## config.mk

```make
export PLATFORM = sky130hd
export DESIGN_NAME = fact_seq
export DESIGN_NICKNAME = d
export VERILOG_FILES = /design/src/rtl/fact_pkg.sv /design/src/rtl/fact_seq_timer.sv /design/src/rtl/fact_seq.sv
export SDC_FILE = /design/constraint.sdc
export NUM_CORES = 1
export LEC_CHECK = 0
export BUFFER_PORTS_ARGS = -buffer_cell sky130_fd_sc_hd__clkbuf_2
export CAP_MARGIN = 20
export CORE_ASPECT_RATIO = 1.4
export CORE_MARGIN = 2
export CORE_UTILIZATION = 52
export CTS_CLUSTER_DIAMETER = 40
export DETAILED_ROUTE_END_ITERATION = 10
export PLACE_DENSITY_LB_ADDON = 0.05
export SETUP_SLACK_MARGIN = 0.4
export SYNTH_ARGS = -nofsm -noshare
export SYNTH_HDL_FRONTEND = slang
export SYNTH_SLANG_ARGS = --single-unit
```

## constraint.sdc

```tcl
create_clock -name clk -period 2.1 [get_ports clk]
set_clock_uncertainty 0.15 [all_clocks]
set_input_delay 0.105 -clock clk [delete_from_list [all_inputs] [get_ports clk]]
set_output_delay 0.105 -clock clk [all_outputs]
set_load 0.005 [all_outputs]
```

## src/rtl/fact_pkg.sv

```systemverilog
// Shared definitions for the factorial accelerator register map and its command sequencer.
package fact_pkg;

    localparam logic [1:0] FACT_ADDR_N      = 2'd0;
    localparam logic [1:0] FACT_ADDR_GO     = 2'd1;
    localparam logic [1:0] FACT_ADDR_STATUS = 2'd2;
    localparam logic [1:0] FACT_ADDR_RESULT = 2'd3;

    localparam int FACT_ST_DONE = 0;
    localparam int FACT_ST_ERR  = 1;

    localparam int FACT_SETTLE_CYCLES = 2;

    typedef enum logic [2:0] {
        ST_IDLE   = 3'd0,
        ST_WR_N   = 3'd1,
        ST_WR_GO  = 3'd2,
        ST_SETTLE = 3'd3,
        ST_POLL   = 3'd4,
        ST_RD_RES = 3'd5,
        ST_RESP   = 3'd6
    } fact_seq_state_t;

    // Counter width able to hold both the settle count and the poll limit.
    function automatic int fact_cnt_w(input int limit);
        int w;
        w = $clog2(limit + 1);
        return (w > 2) ? w : 2;
    endfunction

endpackage

```

## src/rtl/fact_seq_timer.sv

```systemverilog
// Cycle counter with clear, enable and a "last cycle" flag (cnt == limit-1).
module fact_seq_timer #(
    parameter int W = 2
) (
    input  logic         clk,
    input  logic         rst,
    input  logic         clr,
    input  logic         en,
    input  logic [W-1:0] limit,
    output logic         last
);

    logic [W-1:0] cnt;

    always_ff @(posedge clk) begin
        if (!rst) begin
            cnt <= '0;
        end else if (clr) begin
            cnt <= '0;
        end else if (en) begin
            cnt <= cnt + W'(1);
        end
    end

    assign last = (cnt == limit - W'(1));

endmodule

```

## src/rtl/fact_seq.sv

```systemverilog
// Valid/ready command sequencer driving the factorial accelerator register bus.
// Optional poll timeout enabled by defining FACT_SEQ_TIMEOUT_EN.
module fact_seq
    import fact_pkg::*;
#(
    parameter int N_W        = 4,
    parameter int POLL_LIMIT = 1024
) (
    input  logic           clk,
    input  logic           rst,
    input  logic           req_valid,
    output logic           req_ready,
    input  logic [N_W-1:0] req_n,
    output logic           rsp_valid,
    input  logic           rsp_ready,
    output logic [31:0]    rsp_result,
    output logic           rsp_err,
    output logic           rsp_timeout,
    output logic           busy,
    output logic [1:0]     fact_a,
    output logic           fact_we,
    output logic [3:0]     fact_wd,
    input  logic [31:0]    fact_rd
);

`ifdef FACT_SEQ_TIMEOUT_EN
    localparam int CNT_W = fact_cnt_w(POLL_LIMIT);
`else
    localparam int CNT_W = 2;
`endif

    fact_seq_state_t state;
    logic             tmr_clr;
    logic             tmr_en;
    logic             tmr_last;
    logic [CNT_W-1:0] tmr_limit;

    // One counter serves SETTLE and POLL; it is cleared on entry to each of them.
    assign tmr_en  = (state == ST_SETTLE) || (state == ST_POLL);
    assign tmr_clr = !tmr_en || ((state == ST_SETTLE) && tmr_last);

`ifdef FACT_SEQ_TIMEOUT_EN
    logic timeout_q;
    assign tmr_limit   = (state == ST_SETTLE) ? CNT_W'(FACT_SETTLE_CYCLES) : CNT_W'(POLL_LIMIT);
    assign rsp_timeout = timeout_q;
`else
    logic unused_poll_limit;
    assign unused_poll_limit = (POLL_LIMIT != 0);
    assign tmr_limit   = CNT_W'(FACT_SETTLE_CYCLES);
    assign rsp_timeout = 1'b0;
`endif

    fact_seq_timer #(.W(CNT_W)) u_timer (
        .clk   (clk),
        .rst   (rst),
        .clr   (tmr_clr),
        .en    (tmr_en),
        .limit (tmr_limit),
        .last  (tmr_last)
    );

    // Bus and handshake outputs are loaded together with the state they belong to.
    always_ff @(posedge clk) begin
        if (!rst) begin
            state      <= ST_IDLE;
            req_ready  <= 1'b1;
            busy       <= 1'b0;
            rsp_valid  <= 1'b0;
            rsp_result <= '0;
            rsp_err    <= 1'b0;
            fact_a     <= FACT_ADDR_N;
            fact_we    <= 1'b0;
            fact_wd    <= '0;
`ifdef FACT_SEQ_TIMEOUT_EN
            timeout_q  <= 1'b0;
`endif
        end else begin
            case (state)
                ST_IDLE: begin
                    if (req_valid) begin
                        state     <= ST_WR_N;
                        req_ready <= 1'b0;
                        busy      <= 1'b1;
                        fact_a    <= FACT_ADDR_N;
                        fact_we   <= 1'b1;
                        fact_wd   <= 4'(req_n);
                    end
                end
                ST_WR_N: begin
                    state   <= ST_WR_GO;
                    fact_a  <= FACT_ADDR_GO;
                    fact_wd <= 4'b0001;
                end
                ST_WR_GO: begin
                    state   <= ST_SETTLE;
                    fact_a  <= FACT_ADDR_STATUS;
                    fact_we <= 1'b0;
                    fact_wd <= '0;
                end
                ST_SETTLE: begin
                    if (tmr_last) begin
                        state <= ST_POLL;
                    end
                end
                ST_POLL: begin
                    // Error wins over done; a flagged job never reads the result.
                    if (fact_rd[FACT_ST_ERR]) begin
                        state      <= ST_RESP;
                        rsp_valid  <= 1'b1;
                        rsp_result <= '0;
                        rsp_err    <= 1'b1;
                        fact_a     <= FACT_ADDR_N;
`ifdef FACT_SEQ_TIMEOUT_EN
                        timeout_q  <= 1'b0;
`endif
                    end else if (fact_rd[FACT_ST_DONE]) begin
                        state  <= ST_RD_RES;
                        fact_a <= FACT_ADDR_RESULT;
                    end
`ifdef FACT_SEQ_TIMEOUT_EN
                    else if (tmr_last) begin
                        state      <= ST_RESP;
                        rsp_valid  <= 1'b1;
                        rsp_result <= '0;
                        rsp_err    <= 1'b1;
                        timeout_q  <= 1'b1;
                        fact_a     <= FACT_ADDR_N;
                    end
`endif
                end
                ST_RD_RES: begin
                    state      <= ST_RESP;
                    rsp_valid  <= 1'b1;
                    rsp_result <= fact_rd;
                    rsp_err    <= 1'b0;
                    fact_a     <= FACT_ADDR_N;
`ifdef FACT_SEQ_TIMEOUT_EN
                    timeout_q  <= 1'b0;
`endif
                end
                ST_RESP: begin
                    if (rsp_ready) begin
                        state     <= ST_IDLE;
                        rsp_valid <= 1'b0;
                        req_ready <= 1'b1;
                        busy      <= 1'b0;
                    end
                end
                default: begin
                    state     <= ST_IDLE;
                    req_ready <= 1'b1;
                    busy      <= 1'b0;
                    rsp_valid <= 1'b0;
                    fact_a    <= FACT_ADDR_N;
                    fact_we   <= 1'b0;
                end
            endcase
        end
    end

endmodule

```

==> qor.txt, run 1 <==
Syn Nets = 255
PortBufs = 82
Global-route usage over all layers = 21.34%
Die area = 4663 µm²
Lkg Pwr = 1.261 nW
Clock Sinks = 48
Yosys cell types = 39
Num rows = 27
Worst-path fanout max = 20
Register area = 960.9 µm²
Most common cell after layout, fill and taps aside = clkbuf_2
Post-route ant nets = 0
Share of cells above drive strength 1 = 40.18%
Post-synthesis sequential area ratio = 44.78%
Worst EP arrival = 1600 ps
Final setup vio count = 0
CTS tree = done
Mapped Avg Cell Area = 10.03 µm²
Die Span Y = 80.01 µm
Initial core utilization = 54.29%
Max_slew headroom = 50.52%
PwrDens = 619.4 nW/µm²
Synth Register Bits = 48
Synth area leader = dfxtp_1
Initial antenna violation count = 0
Final critical-path share of the clock period = 73.81%
Flop2flop setup slack = 550 ps
Width of the die = 58.29 µm
Total power = 1.885 mW
GRT overflow = 0
Synth area leaders = dfxtp_1, a22oi_2, nor2b_1
Postcts setup bufs = 0
Area Overhead vs Synth = 41.87%
Total iterations of the first detailed-routing run = 4
RSZ-0062 raised after global routing = no
Slowest stage cell, crit path = a21oi_1
Fin area = 3044 µm²
FILL cells = 294
Status = completed
Maximum number of pins on one net before global-route repair = 49
Clock Pin Slew Worst Setup and Hold Paths = 90 ps
Ports = 84
Hold Crit Depth = 5
Fmax = 0.6451 GHz
Via density = 5.130
CTS Buf Count = 5
Hold Startpoint = req_n[0]
Clock network power share = 37.2%
Slew Viols, Final = 0
Slowest cell delay on critical path = 380 ps
Switching Power = 0.4320 mW
CTS Buffer Depth = 2
Routed WL = 4667 µm
Worst R2R Path Depth = 5
# nets final = 366
Worst r2r src = state[0]
Warnings, synthesis = 0
Final HPWL DP = 2933 µm
CP Class = reg2reg
Initial DRC Count = 70
Multi-input combinational cell area = 1055 µm²
Most frequent cells in the layout = clkbuf_2, dfxtp_1, dlygate4sd3_1, nor2b_1, a22oi_2
WL/cell = 12.65 µm
Max IR drop VDD = 0.7996 mV
CORE AREA = 3953 µm²
Worst r2r dst = fact_wd[3]
DRC Markers = 0
Clk_lat worst skew = 300 ps
Final hold vios = 0
Period minus WS final = 1550 ps
Comb power frac = 12.8%
Switching Share = 22.91%
Vias in the first global route = 1,746
Flop pwr share = 50.1%
Critical Path Sink Type = flop
Yosys top cell area share = 44.78%
Setup_tns = 0 ps
Worst Hold Path EP = fact_wd[0]
Max Cap Viol = 0
Worst-margin pin slew = 742.3 ps
Via count = 1,893
CP Data Required Time = 2150 ps
HP Class = in2reg
First-pass GRT wire length = 7679 µm
Post-DP Area = 2567 µm²
Post-Syn Area = 2146 µm²
CTS root buf = clkbuf_8
# diodes = 0
Post-synthesis instance total = 214
CP Launch Type = flop
Gpl congestion = 0.7234
P_int = 1.453 mW
H-tree depth = 2
Worst path cell trace = buf_4 > a21oi_1 > o31ai_2 > nand2_1 > a21boi_1
-- area by class of cell --
| type | instances | area share (%) |
|---|---|---|
| Tap cell | 43 | 1.767 |
| Sequential cell | 48 | 31.57 |
| Clock inverter | 2 | 1.274 |
| Clock buffer | 6 | 2.713 |
| Multi-Input combinational cell | 141 | 34.65 |
| Timing Repair Buffer | 123 | 27.29 |
| Inverter | 6 | 0.7398 |
-- cells by family after synthesis --
| group | share of synthesized area [%] |
|---|---|
| other | 0.1748 |
| DFF | 44.78 |
| buffers and inverters | 6.647 |
| muxes | 0.4665 |
| AOI/OAI and AO/OA | 28.98 |
| and+or+nand+nor | 18.37 |
| adders and majority gates | 0.5830 |
-- worst max-delay path by stage --
stage / from / end / cells past startpoint
finish: state[0] / fact_wd[3] / 5
global route: state[0] / fact_wd[3] / 5
CTS: state[0] / fact_wd[3] / 4
detailed placement: state[0] / fact_wd[3] / 4
global placement: state[0] / rsp_result[3] / 3
floorplan: state[2] / rsp_result[0] / 6
-- synth_stat cells --
master / instances
a21bo_2: 1
clkbuf_1: 6
buf_6: 4
nand2b_1: 1
a22oi_2: 29
conb_1: 1
and2b_4: 1
nor3_1: 2
o22ai_1: 2
o211ai_1: 1
a211oi_1: 1
nand3b_1: 2
buf_4: 3
a21boi_1: 4
mux2i_1: 1
o21ai_0: 7
a211o_1: 2
buf_2: 6
inv_1: 6
nor2_1: 9
nor2b_1: 34
a21o_1: 1
a22oi_1: 3
ha_1: 1
nor3b_2: 1
and2_1: 1
o21a_1: 3
a21oi_1: 9
nand4_1: 3
nand2_1: 13
o21ai_2: 1
o31ai_1: 1
dfxtp_1: 48
and3_1: 1
o2111a_1: 1
a2bb2oi_1: 1
and2_4: 1
nand3_1: 1
o21ai_1: 1
-- sequential cells by signal, indices dropped and copies added (netlist names), 2 cells and up --
signal / count
fact_a: 2
rsp_result: 32
fact_wd: 4
state: 3
u_timer.cnt: 2
-- worst max-delay path: cells and delay by family (launching register included) --
kind                   cells  cell delay (ps)
AND/OR/NAND/NOR            1              110
AO/OA/AOI/OAI              3              640
flip-flops                 1              350
buffers and inverters      1              210
-- stage by stage --
stage	hold slack (ps)	instances	util, %	setup WS [ps]
final	45.40	369	77.02	550.0
after CTS	43.75	369	76.89	494.6
after global routing	52.62	369	77.02	438.5
after floorplan	108.0	214	-	779.5
after detailed placement	207.9	326	64.96	520.5
after global placement	207.5	325	64.45	273.6
-- power by group through the flow --
| stage | clock network, mW | registers [mW] | logic [mW] |
|---|---|---|---|
| after global routing | 0.750 | 0.947 | 0.266 |
| after floorplan | 0 | 0.966 | 0.108 |
| after global placement | 0 | 0.965 | 0.187 |
| after CTS | 0.721 | 0.944 | 0.239 |
| after detailed placement | 0 | 0.965 | 0.187 |
| final | 0.701 | 0.944 | 0.241 |
-- layer usage --
| layer | vias up | wire, µm | track usage (%) |
|---|---|---|---|
| li1 | 969 | - | - |
| met4 | 0 | 61 | 6.977 |
| met5 | - | 0 | 0 |
| met1 | 859 | 2046 | 24.72 |
| met3 | 6 | 234 | 5.673 |
| met2 | 59 | 2325 | 37.19 |
-- timing repair --
item / CTS / global route
hold endpoints to repair: 34 / 0
gates resized for setup: 0 / 1
setup endpoints to repair: 0 / 2
hold buffers: 35 / 0
No activity file was read; power rests on OpenSTA's default activity.
==> run 2: changes to the inputs <==
--- a/config.mk
+++ b/config.mk
@@ -5,11 +5,12 @@
 export SDC_FILE = /design/constraint.sdc
 export NUM_CORES = 1
 export LEC_CHECK = 0
+export ABC_AREA = 1
 export BUFFER_PORTS_ARGS = -buffer_cell sky130_fd_sc_hd__clkbuf_2
 export CAP_MARGIN = 20
 export CORE_ASPECT_RATIO = 1.4
 export CORE_MARGIN = 2
-export CORE_UTILIZATION = 52
+export CORE_UTILIZATION = 47
 export CTS_CLUSTER_DIAMETER = 40
 export DETAILED_ROUTE_END_ITERATION = 10
 export PLACE_DENSITY_LB_ADDON = 0.05
==> constraint.sdc (replaced) <==
create_clock -name clk -period 1.5 [get_ports clk]
set_clock_uncertainty 0.15 [all_clocks]
set_input_delay 0.075 -clock clk [delete_from_list [all_inputs] [get_ports clk]]
set_output_delay 0.075 -clock clk [all_outputs]
set_load 0.005 [all_outputs]
==> run 2 against run 1 <==
Effect of this change:
- the flow now finishes with violations (hold timing)
- final cell count increased by 16%
- first-iteration DRC count increased by 37%
- critical path depth increased by 2
- sequential share of layout area decreased by 0.59 points
- die area increased by 0.12%
- clock power increased by 11%
- utilization increased by 2.5 points
- critical path type unchanged
- critical endpoint is now busy
- largest cell class unchanged
- largest power group is now combinational cells
==> qor.txt, run 2 <==
# nets final = 426 (+16%)
Vias in the first global route = 1,981 (+13%)
Main flop type after synthesis = dfxtp_1
PortBufs = 82 (unchanged)
Flop pwr share = 39.4% (-11 points)
GRT overflow = 0 (unchanged)
Post-DP Area = 2401 µm² (-6.5%)
Final HPWL DP = 3221 µm (+9.8%)
Max FFs per register = 32 (unchanged)
WL/cell = 13.62 µm (+7.7%)
Post-synthesis instance total = 253 (+18%)
Multi-input combinational cell area = 1002 µm² (-5.0%)
HP Class = in2reg
Final hold slack = -29.51 ps (-74.91 ps)
Clk_lat worst skew = 300 ps (about the same)
Max IR drop VDD = 1.202 mV (+50%)
Worst-path fanout max = 6 (-70%)
Fmax = 0.6880 GHz (+6.6%)
EDFF count, synth = 0 (unchanged)
Synth Register Bits = 48 (unchanged)
Switching Power = 1.484 mW (+240%)
CTS root buf = clkbuf_8
Most frequent cells in the layout = clkbuf_2, nand2_1, dfxtp_1, dlygate4sd3_1, a21oi_1
Status = finished, violations left
CP Class = reg2reg
CP Launch Type = flop
Count leader, synth = nand2_1
Ports = 84 (unchanged)
Yosys cell types = 29 (-26%)
Area Overhead vs Synth = 61.86%
PwrDens = 1263 nW/µm² (+100%)
Dpl ws = 16.32 ps (-504.2 ps)
Comb power frac = 41.1% (+28 points)
Post-route ant nets = 0 (unchanged)
Slack of the critical path = 46.44 ps (-503.5 ps)
Via density = 5.058 (-1.4%)
CTS tree = done
Top flop regs = rsp_result: 32 flops, fact_wd: 4 flops, state: 3 flops
Final hold vios = 1 (+1)
Fin area = 3143 µm² (+3.2%)
Die Span Y = 80.06 µm (about the same)
Synth area leaders = dfxtp_1, nand2_1, a21oi_1
CTS Buffer Depth = 2 (unchanged)
FILL cells = 271 (-7.8%)
Flop2flop setup slack = 50 ps (-500 ps)
Initial DRC Count = 96 (+37%)
Post-route insts no fill = 429 (+16%)
Share of cells above drive strength 1 = 41.71% (+1.5 points)
Clock Pin Slew Worst Setup and Hold Paths = 90 ps (about the same)
Initial antenna violation count = 0 (unchanged)
Die area = 4669 µm² (+0.12%)
Total iterations of the first detailed-routing run = 4 (unchanged)
P_int = 2.487 mW (+71%)
Gpl congestion = 0.8158 (+13%)
Yosys top cell area share = 49.48% (+4.7 points)
Final setup vio count = 0 (unchanged)
Switching Share = 37.37% (+14 points)
Global-route usage over all layers = 23.71% (+2.4 points)
Clock Sinks = 48 (unchanged)
Via count = 2,170 (+15%)
Worst EP arrival = 1550 ps (-50 ps)
Post-synthesis sequential area ratio = 49.48% (+4.7 points)
CORE AREA = 3953 µm² (unchanged)
CTS Buf Count = 5 (unchanged)
Num rows = 27 (unchanged)
DRC Markers = 0 (unchanged)
Register area = 973.4 µm² (+1.3%)
# diodes = 0 (unchanged)
Setup_tns = 0 ps (unchanged)
Slew Viols, Final = 0 (unchanged)
Syn Nets = 294 (+15%)
Width of the die = 58.33 µm (about the same)
Synth area leader = dfxtp_1
Routed WL = 5841 µm (+25%)
Warnings, synthesis = 0 (unchanged)
H-tree depth = 2 (unchanged)
Final critical-path share of the clock period = 96.90% (+23 points)
Max Cap Viol = 0 (unchanged)
Period minus WS final = 1454 ps (-96.48 ps)
Total power = 3.971 mW (+110%)
Maximum number of pins on one net before global-route repair = 21 (-57%)
Reg with most FFs = rsp_result
Placed cells = 373 (+14%)
RSZ-0062 raised after global routing = yes
Critical Path Sink Type = flop
Initial core utilization = 49.13% (-5.2 points)
Mapped Avg Cell Area = 7.675 µm² (-23%)
Failing checks = hold timing
Most common cell after layout, fill and taps aside = clkbuf_2
Top cells by count, synth = nand2_1, dfxtp_1, a21oi_1
Post-Syn Area = 1942 µm² (-9.5%)
First-pass GRT wire length = 8535 µm (+11%)
Clock network power share = 19.5% (-18 points)
Lkg Pwr = 1.428 nW (+13%)
Post-synth ARST share = 0% (unchanged)
CP Data Required Time = 1590 ps (-560 ps)
Core Util, Final = 79.52% (+2.5 points)
[run 2: area by class of cell]
class	count	share of cell area (%)
flip-flops and latches	48	30.97
repair inverters	2	0.7962
inverters	15	2.428
multi-input cells	178	31.89
well taps	43	1.712
clock buffers	5	2.189
repair buffers	135	29.42
clock inverters	3	0.5971
[run 2: final timing paths]
check | end | cells after the start | startpoint
worst max-delay path | busy | 7 | state[0]
worst min-delay path | fact_wd[0] | 4 | req_n[0]
worst max register to register | busy | 7 | state[0]
worst min register to register | rsp_result[10] | 2 | rsp_result[10]
[run 2: cells by family (layout without fill, tap and decap cells)]
family | count (synthesis) | after routing | share of synthesized area, %
flip-flops | 48 | 48 | 49.48
adder cells (fa/ha/maj) | 1 | 1 | 0.6442
AND/OR/NAND/NOR | 127 | 127 | 27.90
other | 1 | 1 | 0.1931
buffers and inverters | 27 | 160 | 7.409
AO/OA/AOI/OAI | 48 | 48 | 13.92
XOR/XNOR | 1 | 1 | 0.4511
[run 2: repair_timing]
action	4_1_cts	5_1_grt
setup endpoints to repair	48	48
gates cloned	1	1
gates resized for setup	12	45
buffers inserted	0	9
endpoints found under the hold margin	44	4
hold buffers	36	1
pin swaps	1	11
[run 2: worst max-delay path, stage by stage (launching register included)]
cell and delay (ps):
dfxtp_4 380, nor2_4 170, nand3b_1 180, nand2_2 170, inv_2 80, nand2_2 70
nand2_1 80, a21oi_2 110
[run 2: metal layers]
| layer | vias up | global-route usage [%] | wire length, µm |
|---|---|---|---|
| met3 | 10 | 5.636 | 297 |
| met4 | 0 | 9.302 | 97 |
| met2 | 73 | 42.13 | 3219 |
| met5 | - | 0 | 0 |
| li1 | 1074 | - | - |
| met1 | 1013 | 26.59 | 2227 |
[run 2: power groups by stage]
stage	Sequential (mW)	Combinational, mW	Clock (mW)
after CTS	1.55	1.18	0.788
after global routing	1.58	1.77	0.847
final	1.57	1.63	0.775
after floorplan	1.55	0.756	0
after global placement	1.56	1.06	0
after detailed placement	1.57	1.06	0
